`config.mk`:
```
export PLATFORM = sky130hd
export DESIGN_NAME = pc_sequencer
export DESIGN_NICKNAME = d
export VERILOG_FILES = /design/src/rtl/pc_sequencer.sv
export SDC_FILE = /design/constraint.sdc
export NUM_CORES = 1
export LEC_CHECK = 0
export CAP_MARGIN = 5
export CORE_ASPECT_RATIO = 0.9
export CORE_MARGIN = 8
export CORE_UTILIZATION = 45
export CTS_CLUSTER_DIAMETER = 120
export DETAILED_ROUTE_END_ITERATION = 10
export PLACE_DENSITY = 0.74
export SETUP_SLACK_MARGIN = 0.05
export SLEW_MARGIN = 40
export SYNTH_ARGS = -nofsm -noshare
export SYNTH_HDL_FRONTEND = slang
export SYNTH_SLANG_ARGS = --single-unit
export TNS_END_PERCENT = 10
```
`constraint.sdc`:
```
create_clock -name CLK -period 2.86 [get_ports CLK]
set_input_delay 0.572 -clock CLK [delete_from_list [all_inputs] [get_ports CLK]]
set_output_delay 0.572 -clock CLK [all_outputs]
set_load 0.1 [all_outputs]
```
`src/rtl/pc_sequencer.sv`:
```
// pc_sequencer: next-PC source selection and PC-update gating for the fetch
// stage of a 5-stage MIPS pipeline. It holds the PC during IMEM warm-up and
// stalls, parks a redirect that arrives while memory is busy, and squashes
// IF/ID for a fixed window after every accepted control transfer.
module pc_sequencer #(
   parameter int BOOT_CYCLES  = 2,  // 1..15: PC_EN held low after reset release
   parameter int FLUSH_CYCLES = 2   // 1..3 : Flush_IF window after a redirect
) (
   input  logic       CLK,
   input  logic       RST_N,
   input  logic       Mem_Busy,
   input  logic       Stall_Load,
   input  logic       Branch_Taken,
   input  logic       Is_JR,
   input  logic       Is_JAL,
   output logic [1:0] PC_Sel,
   output logic       PC_EN,
   output logic       Flush_IF,
   output logic       Bubble_EX,
   output logic       Redirect_Pending
);

   typedef enum logic [1:0] {
      ST_BOOT  = 2'd0,
      ST_RUN   = 2'd1,
      ST_HOLD  = 2'd2,
      ST_FLUSH = 2'd3
   } state_e;

   typedef enum logic [1:0] {
      SEL_PC4 = 2'b00,
      SEL_BR  = 2'b01,
      SEL_JR  = 2'b10,
      SEL_JAL = 2'b11
   } pc_sel_e;

   localparam logic [3:0] BOOT_INIT  = 4'(BOOT_CYCLES);
   localparam logic [1:0] FLUSH_INIT = 2'(FLUSH_CYCLES);

   // Redirect priority: the branch in EX is older than the jump in ID, so it
   // wins; JR outranks J/JAL. An empty slot ranks lowest.
   function automatic logic [1:0] sel_rank(input logic valid, input pc_sel_e sel);
      logic [1:0] rank;
      rank = 2'd0;
      if (valid) begin
         case (sel)
            SEL_BR:  rank = 2'd3;
            SEL_JR:  rank = 2'd2;
            SEL_JAL: rank = 2'd1;
            default: rank = 2'd0;
         endcase
      end
      return rank;
   endfunction

   state_e     state_q,      state_d;
   logic [3:0] boot_cnt_q,   boot_cnt_d;
   logic [1:0] flush_cnt_q,  flush_cnt_d;
   logic       pend_valid_q, pend_valid_d;
   pc_sel_e    pend_sel_q,   pend_sel_d;
   logic       flush_if_q,   flush_if_d;

   logic       req_valid;
   pc_sel_e    req_sel;
   logic       run_like;
   pc_sel_e    pc_sel;

   // Resolve simultaneous redirect requests to the single winner.
   always_comb begin
      req_valid = Branch_Taken | Is_JR | Is_JAL;
      if (Branch_Taken)  req_sel = SEL_BR;
      else if (Is_JR)    req_sel = SEL_JR;
      else if (Is_JAL)   req_sel = SEL_JAL;
      else               req_sel = SEL_PC4;
   end

   // Next-state, counter and Mealy output logic.
   always_comb begin
      // NOTE: every output and next-state value gets a default first so no path leaves one unassigned (which would infer a latch).
      state_d      = state_q;
      boot_cnt_d   = boot_cnt_q;
      flush_cnt_d  = flush_cnt_q;
      pend_valid_d = pend_valid_q;
      pend_sel_d   = pend_sel_q;
      pc_sel       = SEL_PC4;
      PC_EN        = 1'b0;
      Bubble_EX    = 1'b0;
      run_like     = 1'b0;

      case (state_q)
         ST_BOOT: begin
            // IMEM warm-up: every input is ignored until the count runs down.
            if (boot_cnt_q <= 4'd1) state_d = ST_RUN;
            if (boot_cnt_q != 4'd0) boot_cnt_d = boot_cnt_q - 4'd1;
         end

         ST_RUN: run_like = 1'b1;

         ST_HOLD: begin
            if (Mem_Busy) begin
               // Keep only the strongest redirect seen while frozen.
               if (req_valid &&
                   (sel_rank(1'b1, req_sel) > sel_rank(pend_valid_q, pend_sel_q))) begin
                  pend_valid_d = 1'b1;
                  pend_sel_d   = req_sel;
               end
            end else if (pend_valid_q) begin
               PC_EN        = 1'b1;
               pc_sel       = pend_sel_q;
               Bubble_EX    = (pend_sel_q == SEL_BR);
               flush_cnt_d  = FLUSH_INIT;
               pend_valid_d = 1'b0;
               pend_sel_d   = SEL_PC4;
               state_d      = ST_FLUSH;
            end else begin
               run_like = 1'b1;
            end
         end

         ST_FLUSH: begin
            // Fetch continues sequentially down the new path; redirect inputs
            // here come from squashed instructions and are dropped.
            if (!Mem_Busy) begin
               PC_EN = 1'b1;
               if (flush_cnt_q <= 2'd1) state_d = ST_RUN;
               if (flush_cnt_q != 2'd0) flush_cnt_d = flush_cnt_q - 2'd1;
            end
         end

         default: state_d = ST_BOOT;
      endcase

      // Normal fetch behaviour, shared by RUN and an idle HOLD release.
      if (run_like) begin
         state_d = ST_RUN;
         if (Mem_Busy) begin
            if (req_valid &&
                (sel_rank(1'b1, req_sel) > sel_rank(pend_valid_q, pend_sel_q))) begin
               pend_valid_d = 1'b1;
               pend_sel_d   = req_sel;
            end
            state_d = ST_HOLD;
         end else if (req_valid) begin
            PC_EN       = 1'b1;
            pc_sel      = req_sel;
            Bubble_EX   = (req_sel == SEL_BR);
            flush_cnt_d = FLUSH_INIT;
            state_d     = ST_FLUSH;
         end else if (Stall_Load) begin
            Bubble_EX = 1'b1;
         end else begin
            PC_EN = 1'b1;
         end
      end

      // Squash window is a registered decode of the state being entered.
      flush_if_d = (state_d == ST_FLUSH);
   end

   // State, counters, pending redirect and Flush_IF registers.
   always_ff @(posedge CLK or negedge RST_N) begin
      if (!RST_N) begin
         state_q      <= ST_BOOT;
         boot_cnt_q   <= BOOT_INIT;
         flush_cnt_q  <= 2'd0;
         pend_valid_q <= 1'b0;
         pend_sel_q   <= SEL_PC4;
         flush_if_q   <= 1'b0;
      end else begin
         // NOTE: sequential state uses non-blocking assignments so every register samples pre-edge values.
         state_q      <= state_d;
         boot_cnt_q   <= boot_cnt_d;
         flush_cnt_q  <= flush_cnt_d;
         pend_valid_q <= pend_valid_d;
         pend_sel_q   <= pend_sel_d;
         flush_if_q   <= flush_if_d;
      end
   end

   assign PC_Sel           = pc_sel;
   assign Flush_IF         = flush_if_q;
   assign Redirect_Pending = pend_valid_q;

endmodule

```
==> results of run 1 <==
## sequential cells by signal, indices dropped and copies added (netlist names)
register and cells:
pend_sel_q 2, Redirect_Pending 1, boot_cnt_q 4, state_q 2, Flush_IF 1, flush_cnt_q 2
## placed cells by master, fill, tap and decap left out, types with 2 or more instances in the layout
cell             instances
a21o_1                   2
a21oi_1                  7
and2_1                   2
buf_12                   4
buf_4                    6
clkbuf_4                 3
clkdlybuf4s50_1          6
dfrtp_1                 11
ha_1                    10
inv_1                   11
mux2i_1                  2
nand2_1                 12
nand2b_1                 3
nor2_1                   4
nor2b_1                  2
nor3_1                   3
o21ai_0                  4
o21ai_1                  3
o31ai_1                  2
## kinds of logic (layout without fill, tap and decap cells)
| group | Yosys count | after routing | share of synthesized area (%) |
|---|---|---|---|
| buffers and inverters | 14 | 31 | 6.91 |
| and+or+nand+nor | 37 | 37 | 23.7 |
| xor gates and xnor gates | 1 | 1 | 0.931 |
| adders and majority gates | 11 | 11 | 14.6 |
| DFF | 12 | 12 | 32.0 |
| muxes | 2 | 2 | 2.13 |
| AOI/OAI and AO/OA | 28 | 28 | 19.7 |
## how the worst min path moves through the flow
stage / cells past startpoint / end / slack, ps / start
global route: 2 / boot_cnt_q[1] / 540 / boot_cnt_q[1]
CTS: 2 / boot_cnt_q[1] / 510 / boot_cnt_q[1]
floorplan: 0 / Flush_IF / 280 / RST_N
global placement: 2 / boot_cnt_q[1] / 480 / boot_cnt_q[1]
finish: 2 / boot_cnt_q[1] / 500 / boot_cnt_q[1]
detailed placement: 2 / boot_cnt_q[1] / 490 / boot_cnt_q[1]
## routing by layer
layer / vias up / track usage [%]
met1: 371 / 13.4
met2: 10 / 17.5
met5: - / 0
met4: 0 / 4.35
li1: 402 / -
met3: 4 / 5.10
## power by group through the flow
| stage | Clock (W) | Sequential (W) | Combinational, W |
|---|---|---|---|
| floorplan | 0 | 0.000334 | 0.000516 |
| global placement | 0 | 0.000271 | 0.000766 |
| detailed placement | 0 | 0.000272 | 0.000771 |
| CTS | 0.000141 | 0.000268 | 0.000774 |
| global route | 0.000148 | 0.000280 | 0.000846 |
| finish | 0.000135 | 0.000270 | 0.000780 |
## cell type report
cell class                      instances  area, um2  area share (%)
Clock buffer                            4       36.3            3.06
Tap cell                               25       31.3            2.64
Sequential cell                        12        302            25.4
Inverter                               11       41.3            3.48
Multi-Input combinational cell         79        589            49.7
Timing Repair Buffer                   16        185            15.6
## timing repair
item / in CTS / in global routing
gates resized for setup: 0 / 2
setup buffers: 0 / 0
endpoints found under the setup margin: 0 / 3
## worst reg2reg max path: stages (launching register included)
cell and delay (ps):
dfrtp_1 410, ha_1 300, nand2b_1 150, ha_1 290, nand2_1 70, nand2_1 60, nor4_2 240, buf_4 170
mux2i_1 190
## per-stage QoR
step	hold WS (ps)	setup TNS (ps)
after floorplan	276	-953
after global placement	481	0
after detailed placement	492	0
after CTS	505	0
after global routing	544	0
final	497	0
==> results.tsv, run 1 <==
metric	value	unit
Hold Crit Class	reg -> reg	
Setup Crit Path Kind	in -> out	
fin cells	147	
Worst Path Arrival	2180	ps
hold-fix buffers at CTS	0	
Seq pwr share	22.8	%
cell area after synthesis	941	um2
CTS tree	yes	
Clock Latency Late Sink	270	ps
Tightest Pin Transition	538	ps
clock network power share	11.4	%
critical path depth	6	
Filler cells	179	
ys async rst share	100	%
pin count of the biggest net entering global routing	13	
top_reg_cell synth	dfrtp_1	
Final Util	60.7	%
Critical Path Sink	PC_Sel[0]	
hpwl dp	1550	um
M1 WL	897	um
GR Overflow Total	0	
combinational share of power	65.8	%
slowest stage delay, CP	450	ps
drt pass-1 iters	4	
area share of the leading cell type in the synthesized netlist	29.3	%
H-tree levels	1	
Setup crit end kind	output pin	
clk root buf	clkbuf_4	
ANT cells	0	
most frequent cell after synthesis	nand2_1	
max-cap violation count	0	
placer congestion estimate	0.805	
Clock Sink Count	12	
vias in the first global route	715	
num ports	13	
reg-to-reg slack, setup	900	ps
Worst Path Max Fanout	4	
Via density	5.35	
width of the die	64.2	um
Final Worst Setup Slack	104	ps
Clock Pin Slew Worst Setup and Hold Paths	70	ps
first-iteration detailed-routing DRC count	18	
pre-CTS setup slack	48.7	ps
PD cells	1000	nW/um2
Inst Count DP	143	
Antenna Nets Post-Route	0	
core box area	1950	um2
critical path, cell by cell	clkdlybuf4s50_1 > or3_1 > a31oi_2 > nand2_1 > o21ai_1 > buf_12	
Synth warnings	0	
total wire length	1970	um
layout cells sized above 1	19.7	%
Final min period	2760	ps
Initial Utilization	48.2	%
Slew headroom	64.0	%
worst path bufs/invs	2	
Die Ht	59.4	um
CP required	2290	ps
period utilization	96.4	%
Switching Power	0.000591	W
Tot Pwr	0.00119	W
CP delay by family, top	buffers and inverters	
Vias	787	
commonest cells in the netlist	nand2_1, dfrtp_1, ha_1, inv_1	
share of total power consumed by net switching	49.8	%
status	completed	
Seq/Total Area, Yosys	32.0	%
Mapped Cells	105	
drc violations	0	
row count	15	
top post-synthesis cells by area	dfrtp_1, ha_1, nand2_1	
highest metal used	met4	
peak supply drop	0.522	mV
post-DR wirelength/cell	13.4	um
fin area	1180	um2
met2 WL	957	um
fmax	363	MHz
Yosys top cell by area	dfrtp_1	
Port Buffer Count	12	
#FFs+latches synth	12	
CP max-delay cell	clkdlybuf4s50_1	
Power Internal	0.000595	W
CTS Buf Count	3	
Post-Syn Nets	123	
Slew Limit Fails	0	
distinct cell type count after synthesis	40	
FF-to-FF End	pend_sel_q[0]	
RSZ-0062 raised after global routing	no	
Fin. Hold Viols	0	
# setup viols final	0	
final clock skew	1.16	ps
GRT Overall Usage	11.3	%
EDFF count, synth	0	
reg-to-reg startpoint	pend_sel_q[0]	
area grow syn2layout	25.9	%
Max Root-Sink Buffers	2	
antenna violations before repair	0	
Startpoint Class	primary input	
first-pass GRT wire length	3350	um
Static Leak	0.533	nW
Nets	141	
worst reg-to-reg path cell count	8	
DP Area	1140	um2
Worst Setup SP	Is_JR	
Avg Cell Area, Syn	8.96	um2
die area	3810	um2
met3 WL	82	um
Note: power is estimated with default switching activity, not from simulation.
==> run 2: changes to the inputs <==
Settings changed: CTS_CLUSTER_DIAMETER 120 to unset.
==> results of run 2 <==
Same layout as run 1: the final DEF is identical, and so are final timing and power.
==> run 3: changes to the inputs <==
Settings changed: SLEW_MARGIN 40 to 15.
==> results of run 3 <==
Same layout as run 1: the final DEF is identical, and so are final timing and power.
